`config.mk`:
```
export PLATFORM = sky130hd
export DESIGN_NAME = sliding_window_kxk
export DESIGN_NICKNAME = d
export VERILOG_FILES = /design/src/rtl/sliding_window_kxk.sv
export SDC_FILE = /design/constraint.sdc
export NUM_CORES = 1
export LEC_CHECK = 0
export CORE_MARGIN = 4
export CORE_UTILIZATION = 30
export DETAILED_ROUTE_END_ITERATION = 6
export SYNTH_ARGS = -nofsm -noshare
export SYNTH_HDL_FRONTEND = slang
export SYNTH_SLANG_ARGS = --single-unit
```
`constraint.sdc`:
```
create_clock -name clk -period 17.5 [get_ports clk]
set_clock_uncertainty 0.1 [all_clocks]
set_input_delay 3.5 -clock clk [delete_from_list [all_inputs] [get_ports clk]]
set_output_delay 3.5 -clock clk [all_outputs]
set_load 0.02 [all_outputs]
```
`src/rtl/sliding_window_kxk.sv`:
```
// KxK sliding-window generator with line buffers, valid/ready backpressure,
// SOF resync and frame-done pulse. Optional window position outputs: SLIDING_WINDOW_POS_EN.
module sliding_window_kxk #(
  parameter int unsigned DATA_W = 8,
  parameter int unsigned IMG_W  = 32,
  parameter int unsigned IMG_H  = 32,
  parameter int unsigned K      = 3,
  parameter int unsigned STRIDE = 1
) (
  input  logic                       clk,
  input  logic                       rst,
  input  logic                       in_valid,
  output logic                       in_ready,
  input  logic                       in_sof,
  input  logic [DATA_W-1:0]          pixel_in,
  output logic                       out_valid,
  input  logic                       out_ready,
  output logic [K*K*DATA_W-1:0]      window,
  output logic                       frame_done
`ifdef SLIDING_WINDOW_POS_EN
  ,
  output logic [$clog2(IMG_W)-1:0]   win_x,
  output logic [$clog2(IMG_H)-1:0]   win_y
`endif
);

  localparam int unsigned XW = $clog2(IMG_W);
  localparam int unsigned YW = $clog2(IMG_H);

  logic [XW-1:0] col_q, pos_x, dx;
  logic [YW-1:0] row_q, pos_y, dy;
  logic          accept, last_col, last_row, win_hit;

  logic [DATA_W-1:0]            lb_q [K-1][IMG_W];
  logic [DATA_W-1:0]            tap  [K];
  logic [K*K-1:0][DATA_W-1:0]   win_q;

  assign in_ready = out_ready | ~out_valid;
  assign accept   = in_valid & in_ready;
  assign window   = win_q;

  // SOF forces the accepted beat to image position (0,0)
  assign pos_x    = in_sof ? '0 : col_q;
  assign pos_y    = in_sof ? '0 : row_q;
  assign last_col = (pos_x == XW'(IMG_W-1));
  assign last_row = (pos_y == YW'(IMG_H-1));
  assign dx       = pos_x - XW'(K-1);
  assign dy       = pos_y - YW'(K-1);
  assign win_hit  = (pos_x >= XW'(K-1)) && (pos_y >= YW'(K-1)) &&
                    ((dx % XW'(STRIDE)) == '0) && ((dy % YW'(STRIDE)) == '0);

  always_comb begin
    tap[0] = pixel_in;
    for (int unsigned j = 1; j < K; j++) tap[j] = lb_q[j-1][IMG_W-1];
  end

  // Chained line buffers: buffer j delays tap j by one image row
  always_ff @(posedge clk or posedge rst) begin
    if (rst) begin
      for (int unsigned j = 0; j < K-1; j++)
        for (int unsigned i = 0; i < IMG_W; i++) lb_q[j][i] <= '0;
    end else if (accept) begin
      for (int unsigned j = 0; j < K-1; j++) begin
        lb_q[j][0] <= tap[j];
        for (int unsigned i = 1; i < IMG_W; i++) lb_q[j][i] <= lb_q[j][i-1];
      end
    end
  end

  // Window shifts toward c=0 on every accept; newest column enters at c=K-1
  always_ff @(posedge clk or posedge rst) begin
    if (rst) begin
      win_q <= '0;
    end else if (accept) begin
      for (int unsigned r = 0; r < K; r++) begin
        for (int unsigned c = 0; c < K-1; c++) win_q[r*K+c] <= win_q[r*K+c+1];
        win_q[r*K+K-1] <= tap[K-1-r];
      end
    end
  end

  always_ff @(posedge clk or posedge rst) begin
    if (rst) begin
      col_q <= '0;
      row_q <= '0;
    end else if (accept) begin
      if (last_col) begin
        col_q <= '0;
        row_q <= last_row ? '0 : pos_y + YW'(1);
      end else begin
        col_q <= pos_x + XW'(1);
        row_q <= pos_y;
      end
    end
  end

  always_ff @(posedge clk or posedge rst) begin
    if (rst) begin
      out_valid  <= 1'b0;
      frame_done <= 1'b0;
    end else begin
      frame_done <= accept & last_col & last_row;
      if (accept && win_hit) out_valid <= 1'b1;
      else if (out_ready)    out_valid <= 1'b0;
    end
  end

`ifdef SLIDING_WINDOW_POS_EN
  always_ff @(posedge clk or posedge rst) begin
    if (rst) begin
      win_x <= '0;
      win_y <= '0;
    end else if (accept && win_hit) begin
      win_x <= dx;
      win_y <= dy;
    end
  end
`endif

endmodule

```
; Word-level counts from Yosys, hierarchy flattened
; Index checks and enable logic that the tools add are counted.
[op_classes]
n_addsub = 2
n_mul = 0
n_div = 0
magnitude_cmp = 2
eq_ne = 2
shift = 0
muxes = 7
bitwise = 5
reduce_logical = 3
[op_table]
columns = op, count
row1 = 5-bit 2-to-1 mux, 5
row2 = "5-bit by 1-bit adder with 5-bit output, second input constant", 2
row3 = "5-bit equality test, second input constant", 2
row4 = "5-bit by 2-bit greater-or-equal comparator with 1-bit output, second input constant", 2
row5 = 1-bit AND, 3
row6 = 1-bit logical AND, 2
row7 = 1-bit 2-to-1 mux, 2
row8 = 2-bit nonzero test, 1
row9 = 1-bit inverter, 1
row10 = 1-bit bitwise OR, 1
[word_totals]
regBits = 548
latchBits = 0
mem_bits_rw = 0
rom_bits = 0
output_inout_bits = 75
n_memories = 0

; Depth between registers and ports, before layout
[depth]
word_depth = 5
depth_mapped = 9
ltp_nobuf = 7

; Worst setup path after synthesis
; OpenSTA, ideal clock, no wires.
[synth_path]
kind = input to output
from = in out_ready
to = out in_ready
t_arrival_ns = 3.871
t_required_ns = 13.900
path_slack_ns = 10.029
cell_stages = 3
path_cell_list = nor2b_1 buf_4 inv_1
[synth_via]
elab_chain_cells = 1
[synth_lines]
columns = element, line_no
row1 = from (decl), 17  ; input logic out_ready,
row2 = 1-bit bitwise OR, 38  ; assign in_ready = out_ready | ~out_valid;
row3 = to (decl), 13  ; output logic in_ready,
; No other way between the ends.

; Final worst setup path
; Same ends and word-level chain as after synthesis.

==> results.md <==
- Synth top area share: 0.653
- Cell taking the most area after synthesis: dfrtp_1
- Yosys reg bits: 548
- Synth warn: 0
- # diodes: 0
- Critical path, cell by cell: clkdlybuf4s50_1, nor2b_1, inv_1, clkdlybuf4s50_1
- Power density cells: 132 mW/mm2
- Worst setup EP type: output port
- Die Wd: around 270 um
- Global-route wire length before repair: 51.5 mm
- Met3 routed WL: ~1.5 mm
- Met2 routed WL: 13.8 mm
- Ranking of synthesized cells by area: dfrtp_1 (65%), mux2_2 (28%), buf_4 (2.8%)
- Drt initial violations: 486
- Multi-input gate area: between 0.006 and 0.007 mm2
- RD Place Congestion: 0.672
- Syn avg cell area: approximately 17 um2
- Post-synth EDFFs: 0
- Setup_tns: 0 ns
- Initial core utilization: 0.305
- TritonCTS Buffers: 59
- Hold Crit Class: register to register
- Hold buffers post-CTS: 0
- FF+latch area: 0.0137 mm2
- Slowest stage cell on the critical path: clkdlybuf4s50_1
- Setup Crit Path Kind: primary input to output port
- Fin area: 0.0244 mm2
- Share of cells above drive strength 1: 0.478
- WL per Instance: between 10 and 15 um
- Worst vdd ir: 75.5 uV
- Worst endpoint required time: 13.90 ns
- Mapped cell area: roughly 0.021 mm2
- M1 WL: 12.8 mm
- Clk sink count: 548
- Tcrit/Tclk final: 0.510
- Hold Fails Final Rpt: 0
- IO Port Bufs: between 80 and 90
- Initial antenna violation count: 0
- Worst-margin pin slew: 1.09 ns
- DIE HEIGHT: approximately 270 um
- Final Util: 0.354
- Worst Setup Start Kind: primary input
- Clock transition at path regs: 0.06 ns
- Total power draw: 3.23 mW
- Fill cell count: 6629
- GRT Total Usage: 0.0800
- Max_slew headroom: 0.275
- RSZ-0062 raised after global routing: no
- First-pass DRT Iterations: 4
- Top routing layer used: met4
- DRC: 0
- Max H-tree Level: 2
- Clk_lat worst skew: 0.60 ns
- Area growth, synth to finish: 16.3%
- Core area: slightly below 0.07 mm2
- Most numerous cell on the critical path: clkdlybuf4s50_1
- Fin nets: 1322
- Total number of vias: 9807
- Asr flop ratio synth: 1.00
- Rows: 96
- Vias in the first global route: 10800
- Top Ports: 88
- Crit path buffers/inverters: 3
- CP top delay family: buffers and inverters
- Max-Cap Viols: 0
- Grt ovf: 0
- Largest net degree at the start of global routing: 156
- Status: finished clean
- Dominant synthesized flop cell: dfrtp_1
- Routed Antenna Nets: 0
- CP peak stage delay: 0.60 ns
- Post-Synthesis Cells: 1254
- Worst EP arrival: 5.32 ns
- Root buffer cell: clkbuf_16
- DP HPWL: 16.6 mm
- P_leak: 11.6 nW
- Final Slew Violations: 0
- Clk buf depth: 3
- DP Area: 0.0223 mm2
- Unique masters post-synth: 38
- Fmax achieved: 0.112 GHz
- # setup viols final: 0
- DR vias/cell: ~4.3
- CTS tree: built
- Die area: around 0.074 mm2
- Final WL: 28.8 mm
- Register area share after synthesis: 0.653
- Period minus WS final: 8.92 ns
- Number of setup buffers added after CTS: 0
- Post-CTS sizing: 0
- Critical Path Fanout Max: 10
- Synthesized Nets: about 1300
## final timing paths
check | start | end | slack [ns] | depth (start not counted)
worst max register to register | out_valid | lb_q[11] | 13.41 | 6
worst min register to register | lb_q[200] | lb_q[192] | 0.38 | 1
worst min-delay path | lb_q[200] | lb_q[192] | 0.38 | 1
worst max-delay path | out_ready | in_ready | 8.58 | 4
max in group asynchronous | rst | lb_q[11] | 11.89 | 5
min in group asynchronous | rst | out_valid | 3.29 | 3
## report_power, final
| group | leakage [nW] | total, mW | internal (mW) | switching (mW) |
|---|---|---|---|---|
| logic | 3.28 | 0.337 | 0.215 | 0.122 |
| clock network | 1.03 | 1.29 | 0.790 | 0.498 |
| registers | 7.26 | 1.61 | 1.50 | 0.109 |
| total | 11.6 | 3.23 | 2.51 | 0.729 |
## metrics by stage
step,hold WS [ns],cells,setup slack (ns)
detailed placement,0.371,2175,8.60
global placement,0.368,2175,8.58
global route,0.402,2284,8.50
CTS,0.389,2284,8.60
floorplan,0.352,1254,6.44
finish,0.380,2284,8.58
## layout by cell type (no fill, tap or decap), types with 3 or more instances in the layout
master and n:
buf_4 12, nor2_1 3, clkbuf_8 15, mux2_2 529, clkbuf_16 59, nand2_1 3
mux2_1 9, o21ai_0 3, nor4_1 3, o31ai_1 4, clkinvlp_4 3, dfrtp_1 548
ha_1 4, nor2b_1 6, bufinv_16 7, clkbuf_1 9, clkinv_2 9, clkdlybuf4s50_1 87
## cells in the mapped netlist, types with 4 or more instances
| library cell | count |
|---|---|
| buf_2 | 17 |
| mux2_1 | 9 |
| o31ai_1 | 4 |
| buf_4 | 79 |
| dfrtp_1 | 548 |
| ha_1 | 4 |
| mux2_2 | 529 |
| buf_6 | 12 |
| nor2b_1 | 6 |
## worst reg2reg max path, cell delays in order (launching register included)
cell	delay (ns)
dfrtp_1	0.37
nor2b_1	0.24
nor2_4	0.12
buf_4	0.77
buf_4	0.89
buf_4	0.95
mux2_2	0.51
## cell families after synthesis
kind of cell / count (synthesis) / synth area share
AOI/OAI and AO/OA: 20 / 0.00727
adders and majority gates: 4 / 0.00238
buffers and inverters: 114 / 0.0398
DFF: 548 / 0.653
muxes: 538 / 0.289
and+or+nand+nor: 30 / 0.00882
## layer usage
layer,up-vias,track usage
met1,5134,0.0984
met2,128,0.136
met4,0,0.0267
li1,4486,-
met3,59,0.0233
met5,-,0
## cell type report
| class | instances | share of cell area |
|---|---|---|
| timing repair buffer | 100 | 0.0402 |
| tap | 931 | 0.0477 |
| inverter | 4 | 0.000769 |
| clock inverter | 26 | 0.0151 |
| multi-input combinational | 592 | 0.264 |
| sequential | 548 | 0.562 |
| clock buffer | 83 | 0.0703 |
## registers in the layout, summed over array words and instances (netlist names)
signal	flops
col_q	5
frame_done	1
lb_q	464
out_valid	1
row_q	5
window	72
No activity file was read; power rests on OpenSTA's default activity.
